[src/rtl/nukv_privacy_pkg.sv]
// Shared constants for the privacy trailer framer: trailer tag, trailer field
// layout and FSM state encoding.
package nukv_privacy_pkg;

    localparam logic [15:0] TRAILER_MAGIC = 16'h5A17;

    localparam int CNT_LSB   = 0;
    localparam int CNT_W     = 16;
    localparam int SEQ_LSB   = 16;
    localparam int SEQ_W     = 32;
    localparam int MAGIC_LSB = 48;
    localparam int MAGIC_W   = 16;

    typedef enum logic {
        ST_PASS  = 1'b0,
        ST_TRAIL = 1'b1
    } state_t;

    // Low 64 bits of a trailer word; everything above bit 63 stays zero.
    function automatic logic [63:0] build_trailer(
        input logic [CNT_W-1:0]   cnt,
        input logic [SEQ_W-1:0]   seq,
        input logic [MAGIC_W-1:0] magic
    );
        logic [63:0] t;
        t = '0;
        t[CNT_LSB +: CNT_W]     = cnt;
        t[SEQ_LSB +: SEQ_W]     = seq;
        t[MAGIC_LSB +: MAGIC_W] = magic;
        return t;
    endfunction

endpackage

[src/rtl/nukv_privacy_trailer_framer.sv]
// Passes value words through a single output register and appends one
// trailer word (count, sequence number, magic tag) after each value.
module nukv_privacy_trailer_framer
    import nukv_privacy_pkg::*;
#(
    parameter int          MEMORY_WIDTH  = 512,
    parameter logic [15:0] TRAILER_MAGIC = nukv_privacy_pkg::TRAILER_MAGIC
) (
    input  logic                    clk,
    input  logic                    rst,
    input  logic [MEMORY_WIDTH-1:0] input_data,
    input  logic                    input_valid,
    input  logic                    input_last,
    output logic                    input_ready,
    output logic [MEMORY_WIDTH-1:0] output_data,
    output logic                    output_valid,
    output logic                    output_last,
    input  logic                    output_ready,
    output logic [31:0]             frame_count
);

    state_t state_q, state_d;

    logic                    run_q;
    logic [CNT_W-1:0]        word_cnt_q;
    logic [31:0]             frame_count_q;
    logic [MEMORY_WIDTH-1:0] out_data_q;
    logic                    out_valid_q;
    logic                    out_last_q;

    logic                    slot_free;
    logic                    accept;
    logic                    load_trailer;
    logic [MEMORY_WIDTH-1:0] trailer_word;

    assign slot_free = !out_valid_q || output_ready;

    always_comb begin
        trailer_word       = '0;
        trailer_word[63:0] = build_trailer(word_cnt_q, frame_count_q, TRAILER_MAGIC);
    end

    // run_q holds input_ready low until the first edge after reset release.
    always_ff @(posedge clk or negedge rst) begin
        if (!rst) run_q <= 1'b0;
        else      run_q <= 1'b1;
    end

    always_ff @(posedge clk or negedge rst) begin
        if (!rst) state_q <= ST_PASS;
        else      state_q <= state_d;
    end

    always_comb begin
        state_d      = state_q;
        input_ready  = 1'b0;
        accept       = 1'b0;
        load_trailer = 1'b0;
        case (state_q)
            ST_PASS: begin
                input_ready = run_q && slot_free;
                accept      = input_valid && input_ready;
                if (accept && input_last) state_d = ST_TRAIL;
            end
            ST_TRAIL: begin
                if (slot_free) begin
                    load_trailer = 1'b1;
                    state_d      = ST_PASS;
                end
            end
            default: state_d = ST_PASS;
        endcase
    end

    // Count includes the last word, so the trailer reads it directly.
    always_ff @(posedge clk or negedge rst) begin
        if (!rst) begin
            word_cnt_q <= '0;
        end else if (load_trailer) begin
            word_cnt_q <= '0;
        end else if (accept && word_cnt_q != {CNT_W{1'b1}}) begin
            word_cnt_q <= word_cnt_q + 1'b1;
        end
    end

    // Only written on trailer load so the counter holds between frames.
    always_ff @(posedge clk or negedge rst) begin
        if (!rst)              frame_count_q <= '0;
        else if (load_trailer) frame_count_q <= frame_count_q + 32'd1;
    end

    always_ff @(posedge clk or negedge rst) begin
        if (!rst) begin
            out_data_q  <= '0;
            out_valid_q <= 1'b0;
            out_last_q  <= 1'b0;
        end else if (accept) begin
            out_data_q  <= input_data;
            out_valid_q <= 1'b1;
            out_last_q  <= 1'b0;
        end else if (load_trailer) begin
            out_data_q  <= trailer_word;
            out_valid_q <= 1'b1;
            out_last_q  <= 1'b1;
        end else if (slot_free) begin
            out_valid_q <= 1'b0;
            out_last_q  <= 1'b0;
        end
    end

    assign output_data  = out_data_q;
    assign output_valid = out_valid_q;
    assign output_last  = out_last_q;
    assign frame_count  = frame_count_q;

endmodule
[config.mk]
export PLATFORM = sky130hd
export DESIGN_NAME = nukv_privacy_trailer_framer
export DESIGN_NICKNAME = d
export VERILOG_FILES = /design/src/rtl/nukv_privacy_pkg.sv /design/src/rtl/nukv_privacy_trailer_framer.sv
export SDC_FILE = /design/constraint.sdc
export NUM_CORES = 1
export LEC_CHECK = 0
export ABC_AREA = 1
export BUFFER_PORTS_ARGS = -buffer_cell sky130_fd_sc_hd__buf_4
export CAP_MARGIN = 20
export CORE_AREA = 2 2 414 416
export DETAILED_ROUTE_END_ITERATION = 10
export DIE_AREA = 0 0 416 418
export REMOVE_ABC_BUFFERS = 1
export SLEW_MARGIN = 20
export SYNTH_ARGS = -nofsm -noshare
export SYNTH_HDL_FRONTEND = slang
export SYNTH_SLANG_ARGS = --single-unit
[constraint.sdc]
create_clock -name clk -period 2.1 [get_ports clk]
set_input_delay 0.315 -clock clk [delete_from_list [all_inputs] [get_ports clk]]
set_output_delay 0.315 -clock clk [all_outputs]
set_load 0.01 [all_outputs]
==> flow_summary.json, run 1 <==
{
  "areaGrowthSynthToFinish_pct": 90.03,
  "power_switching_mw": 12.77,
  "synthAdderAreaFrac": 0.001185,
  "overflow": 0,
  "die_x_microns": 416,
  "drtIter0Drc": 1630,
  "hold_path_class": "input port to asynchronous set/reset pin",
  "power_frac_seq": 0.373,
  "hold_viol_final": 0,
  "grt_pass1_vias": 21786,
  "fin_cells": 5553,
  "p_leak_nw": 19.52,
  "vias": 21387,
  "num_rows": 151,
  "drc": 0,
  "r2r_slack_ps": 200,
  "cp_slowest_cell": "dfrtp_2",
  "synth_mux_area_frac": 0,
  "nNetsFinal": 3781,
  "routabilityCongestion": 0.9120,
  "io_pins": 1064,
  "rsz0062_at_grt": "false",
  "synth_warnings": 0,
  "dp_hpwl_microns": 105600,
  "synth_xor_area_frac": 0.01037,
  "netlist_area_sq_mm": 0.02112,
  "cts_max_level": 3,
  "routed_wl_microns": 133500,
  "cp_max_fo": 4,
  "ys.flop_type": "dfrtp_1",
  "yosysUniqueCellTypes": 33,
  "status": "completed",
  "place_inst": 4889,
  "grt_max_degree": 87,
  "crit_chain": "nand2_4 -> nand2_1 -> nor2_4 -> buf_6",
  "fmax_mhz": 524.8,
  "setup_tns_ps": 0,
  "final_cell_mix": "buf_4, dfrtp_1, dlygate4sd3_1",
  "period_share": 0.9074,
  "dieArea_sq_mm": 0.1739,
  "layout_commonest_cell": "buf_4",
  "critical_path_required_ps": 1780,
  "synth_top_family_by_area": "compound AO/OA/AOI/OAI gates",
  "critPathMaxStageDelay_ps": 420,
  "timing.rr.start": "state_q$_DFF_PN0_",
  "clkLatencyLatePin_ps": 720,
  "power_frac_comb": 0.280,
  "core_sq_mm": 0.1691,
  "slew_headroom": 0.5814,
  "intPower_mw": 26.70,
  "netlist_instances": 1635,
  "fill_cells": 17806,
  "synth_area_leaders": "dfrtp_1, a22o_1, nand2_1",
  "chipHeight_microns": 418,
  "antenna_found_initial": 58,
  "grt_usage": 0.1473,
  "detail-route-antenna-nets": 0,
  "setup_viol": 0,
  "firstDrtPassIters": 5,
  "ys_seq_elements": 564,
  "worst_slew_pin_slew_ps": 623.2,
  "viasPerCell": 3.851,
  "netSwitchingFraction": 0.3235,
  "syn_avg_cell_area_sq_um": 12.92,
  "async_reset_ff_frac": 1.000,
  "start_kind": "flop",
  "portBuffers": 1063,
  "synth_top_area_frac": 0.6684,
  "synth_compound_area_frac": 0.2139,
  "fin_skew_ps": 58.93,
  "cts_tree": "done",
  "final_util": 0.2373,
  "final-max-slew-violation-count": 0,
  "cts_buffers": 73,
  "whs_ps": 110.0,
  "crit_arrival_ps": 1590,
  "grt_pass1_wl_microns": 179200,
  "cts_root_buffer": "clkbuf_16",
  "irDropWorstVdd_v": 0.0007338,
  "avgRoutedWirePerCell_microns": 24.04,
  "synth_simple_gate_area_share": 0.06684,
  "pwr-share-clk": 0.347,
  "cts.clk_slew.worst_paths_ps": 60,
  "clock-sinks": 564,
  "path_class": "flop to output port",
  "drive_above_1_share": 0.3881,
  "synth_edf_count": 0,
  "critPathCaptureType": "output port",
  "r2r-end": "word_cnt_q[9]$_DFFE_PN0P_",
  "ff2ff_path_depth": 7,
  "initial_core_util": 0.1249,
  "period_minus_slack_ps": 1906,
  "power_density_mw_per_mm2": 983.5,
  "cap_violations": 0,
  "synth_seq_area_share": 0.6684,
  "cts_max_path_buffers": 3,
  "synth.largest_area_cell": "dfrtp_1"
}
per-layer routing:
metal	vias to the layer above	global-route usage	part of all wire
li1	9288	-	-
met1	10768	0.1608	0.36
met2	1085	0.2405	0.48
met3	242	0.08121	0.13
met4	4	0.05085	0.031
met5	-	0	0.00020
synth_stat cells, types with 3 or more instances:
cell type	instances
nand2_1	224
nand4_1	14
o22a_1	8
xnor2_1	6
inv_1	53
nand3b_1	3
buf_4	5
dfrtp_1	564
nand2_4	3
nor2_1	55
a22oi_1	47
nand3_1	34
xor2_1	19
buf_6	3
a22o_1	456
clkbuf_1	6
o21ai_0	13
buf_2	104
metrics by stage:
stage                     worst slack (ps)  total power [mW]  instance area (sq um)
after floorplan                      -3367             17.88                  20500
after detailed placement             166.2             25.03                  32330
after global placement               204.0             24.94                  32330
final                                194.4             39.46                  40130
after CTS                            54.18             40.00                  40080
after global routing                 23.97             41.31                  40120
layout make-up:
| cell class | instances | area, sq um | share of cell area |
|---|---|---|---|
| Timing Repair Buffer | 1670 | 14190 | 0.3535 |
| Sequential cell | 564 | 14110 | 0.3517 |
| Multi-Input combinational cell | 897 | 6191 | 0.1543 |
| Tap cell | 2218 | 2775 | 0.06916 |
| Clock buffer | 92 | 2019 | 0.05032 |
| Clock inverter | 35 | 554.3 | 0.01381 |
| Inverter | 56 | 234.0 | 0.005831 |
| Antenna cell | 21 | 52.55 | 0.001310 |
kinds of logic after synthesis:
logic type      count (synthesis)
flops                         564
buf+inv                       174
compound gates                529
xor+xnor                       25
fa+ha+maj                       2
other cells                     1
simple gates                  340
flip-flops by register name, summed over array words and instances (netlist names):
register and count:
output_last 1, output_data 512, output_valid 1, frame_count 32, state_q 1, word_cnt_q 16, run_q 1
critical path: cells and delay by family (launching register included):
family	cells	cell delay (ps)
DFF	1	420
and+or+nand+nor	3	300
buffers and inverters	1	140
how the worst max path moves through the flow:
| stage | startpoint | end | slack [ps] |
|---|---|---|---|
| after floorplan | output_valid$_DFFE_PN0P_ | word_cnt_q[6]$_DFFE_PN0P_ | -3370 |
| after global placement | output_ready | output_data[45]$_DFFE_PN0P_ | 200 |
| after detailed placement | output_valid$_DFFE_PN0P_ | output_data[44]$_DFFE_PN0P_ | 170 |
| after CTS | output_valid$_DFFE_PN0P_ | input_ready | 50 |
| after global routing | word_cnt_q[0]$_DFFE_PN0P_ | word_cnt_q[9]$_DFFE_PN0P_ | 20 |
| final | output_valid$_DFFE_PN0P_ | input_ready | 190 |
power by group through the flow:
stage	clock [mW]	combinational [mW]	sequential, mW
floorplan	0	2.51	15.4
global placement	0	10.2	14.8
detailed placement	0	10.3	14.8
CTS	14.1	11.2	14.7
global route	14.5	11.9	14.9
finish	13.7	11.0	14.7
repair_timing:
item,in CTS,in global routing
setup endpoints to repair,1,0
buffers inserted,1,0
resized for setup,4,0
hold buffers,515,0
hold endpoints to repair,766,0
(Power assumes the default switching activity.)
==> run 2: changes to the inputs <==
--- a/config.mk
+++ b/config.mk
@@ -8,9 +8,12 @@
 export ABC_AREA = 1
 export BUFFER_PORTS_ARGS = -buffer_cell sky130_fd_sc_hd__buf_4
 export CAP_MARGIN = 20
-export CORE_AREA = 2 2 414 416
+export CELL_PAD_IN_SITES_DETAIL_PLACEMENT = 1
+export CELL_PAD_IN_SITES_GLOBAL_PLACEMENT = 2
+export CORE_AREA = 2 2 419 421
 export DETAILED_ROUTE_END_ITERATION = 10
-export DIE_AREA = 0 0 416 418
+export DIE_AREA = 0 0 421 423
+export PLACE_DENSITY_LB_ADDON = 0.1
 export REMOVE_ABC_BUFFERS = 1
 export SLEW_MARGIN = 20
 export SYNTH_ARGS = -nofsm -noshare
==> flow_summary.json, run 2 (same netlist as run 1, synthesis figures left out) <==
{
  "status": "completed",
  "holdCritStartpoint": "input_valid",
  "antenna_found_initial": 15,
  "fin_skew_ps": 19.52,
  "crit_family": "buffers and inverters",
  "slew_headroom": 0.5548,
  "drive_above_1_share": 0.3891,
  "cts_max_path_buffers": 3,
  "setup_tns_ps": 0,
  "fill_cells": 19461,
  "multi_input_area_sq_mm": 0.006188,
  "initial_core_util": 0.1219,
  "cts_setup_buffers": 0,
  "die_x_microns": 421,
  "cts_max_level": 3,
  "cp_slowest_cell": "dlygate4sd3_1",
  "viasPerCell": 3.645,
  "drtIter0Drc": 826,
  "grt_pass1_wl_microns": 186600,
  "crit_chain": "nand2_4 -> nand3_2 -> buf_4 -> inv_16 -> nand2_1 -> o21ai_0 -> dlygate4sd3_1",
  "cp_max_fo": 23,
  "p_leak_nw": 19.74,
  "vias": 20722,
  "areaGrowthSynthToFinish_pct": 92.27,
  "cap_violations": 0,
  "io_pins": 1064,
  "period_minus_slack_ps": 1951,
  "rsz0062_at_grt": "false",
  "chipHeight_microns": 423,
  "grt_max_degree": 77,
  "portBuffers": 1063,
  "core_sq_mm": 0.1732,
  "crit_buf_inv": 3,
  "routed_wl_microns": 132700,
  "cts_root_buffer": "clkbuf_16",
  "final_cell_mix": "buf_4, dfrtp_1, dlygate4sd3_1",
  "detail-route-antenna-nets": 0,
  "nNetsFinal": 3810,
  "grt_pass1_vias": 23307,
  "irDropWorstVdd_v": 0.0005007,
  "critPathCaptureType": "flop",
  "placed_area_sq_mm": 0.03271,
  "whs_path_depth": 4,
  "overflow": 0,
  "largest_register_ffs": 512,
  "cts_tree": "done",
  "routabilityCongestion": 0.7940,
  "critPathMaxStageDelay_ps": 560,
  "grt_usage": 0.1458,
  "firstDrtPassIters": 5,
  "layout_commonest_cell": "buf_4",
  "start_kind": "flop",
  "regArea_sq_mm": 0.01411,
  "power_density_mw_per_mm2": 975.0,
  "avgRoutedWirePerCell_microns": 23.35,
  "num_rows": 153,
  "drc": 0,
  "cts_buffers": 82,
  "setup_viol": 0,
  "path_class": "flop to flop",
  "worst_slew_pin_slew_ps": 667.8,
  "hold_viol_final": 0,
  "dieArea_sq_mm": 0.1781,
  "clock-sinks": 564,
  "hold_path_class": "input port to flop",
  "critical_path_required_ps": 2650,
  "final-max-slew-violation-count": 0,
  "r2r-end": "state_q$_DFF_PN0_",
  "period_share": 0.9292,
  "r2r_slack_ps": 150,
  "cts.clk_slew.worst_paths_ps": 60,
  "clkLatencyLatePin_ps": 680,
  "min_to": "output_data[60]$_DFFE_PN0P_",
  "timing.rr.start": "output_valid$_DFFE_PN0P_",
  "dp_hpwl_microns": 103000,
  "fin_area_sq_mm": 0.04060,
  "crit_arrival_ps": 2500,
  "ff2ff_path_depth": 7,
  "fmax_mhz": 512.5
}
-- run 2: cell types whose count changed in the layout (fill, tap and decap cells not counted), sizes merged --
cell         change
clkinv           -6
clkinvlp         -5
buf             +19
dlygate4sd3      +1
bufinv           -6
clkbuf          +35
diode           -10
inv              -3
-- run 2: worst register-to-register path, cell delays in order, from the launching register on --
cell           delay (ps)
dfrtp_1               480
nand2_4               120
nand3_2               120
buf_4                 270
inv_16                130
nand2_1                90
o21ai_0                70
dlygate4sd3_1         560
-- run 2: routing by layer --
metal	vias up	track usage	share of wire
met3	173	0.04415	0.065
met2	615	0.2620	0.52
met5	-	0	0.000098
met1	10591	0.1612	0.38
met4	2	0.05270	0.033
li1	9341	-	-
-- run 2: repair_timing --
| item | CTS | global route |
|---|---|---|
| hold endpoints to repair | 531 | 0 |
| hold buffers | 516 | 0 |
| endpoints found under the setup margin | 0 | 6 |
| resized for setup | 0 | 1 |
-- run 2: area by class of cell --
class,count,share of cell area
Antenna cell,11,0.0006780
Clock buffer,127,0.06096
Clock inverter,15,0.005331
Inverter,56,0.005763
Multi-Input combinational cell,897,0.1524
Sequential cell,564,0.3476
Tap cell,2325,0.07165
Timing Repair Buffer,1690,0.3556
-- run 2: where the power goes --
group | switching, mW | internal [mW]
Combinational | 5.33 | 5.59
Clock | 5.57 | 8.55
Sequential | 1.52 | 13.0
-- run 2: worst max-delay path by stage --
| stage | from | end | slack, ps | cells after the start |
|---|---|---|---|---|
| floorplan | output_valid$_DFFE_PN0P_ | word_cnt_q[6]$_DFFE_PN0P_ | -3370 | 8 |
| global placement | word_cnt_q[0]$_DFFE_PN0P_ | word_cnt_q[9]$_DFFE_PN0P_ | 110 | 8 |
| detailed placement | word_cnt_q[0]$_DFFE_PN0P_ | word_cnt_q[9]$_DFFE_PN0P_ | 110 | 8 |
| CTS | output_valid$_DFFE_PN0P_ | input_ready | 40 | 4 |
| global route | output_valid$_DFFE_PN0P_ | state_q$_DFF_PN0_ | 30 | 7 |
| finish | output_valid$_DFFE_PN0P_ | state_q$_DFF_PN0_ | 150 | 7 |
-- run 2: stage by stage --
step	instances	utilization	hold slack [ps]	setup WS (ps)	total power [mW]
after CTS	5674	0.2342	79.39	40.39	40.64
final	5685	0.2343	170.7	148.6	39.59
after detailed placement	5016	0.1888	352.9	107.0	24.98
after floorplan	1517	-	19.41	-3367	17.88
after global placement	5016	0.1888	354.3	107.4	24.92
after global routing	5678	0.2342	153.7	29.37	41.73
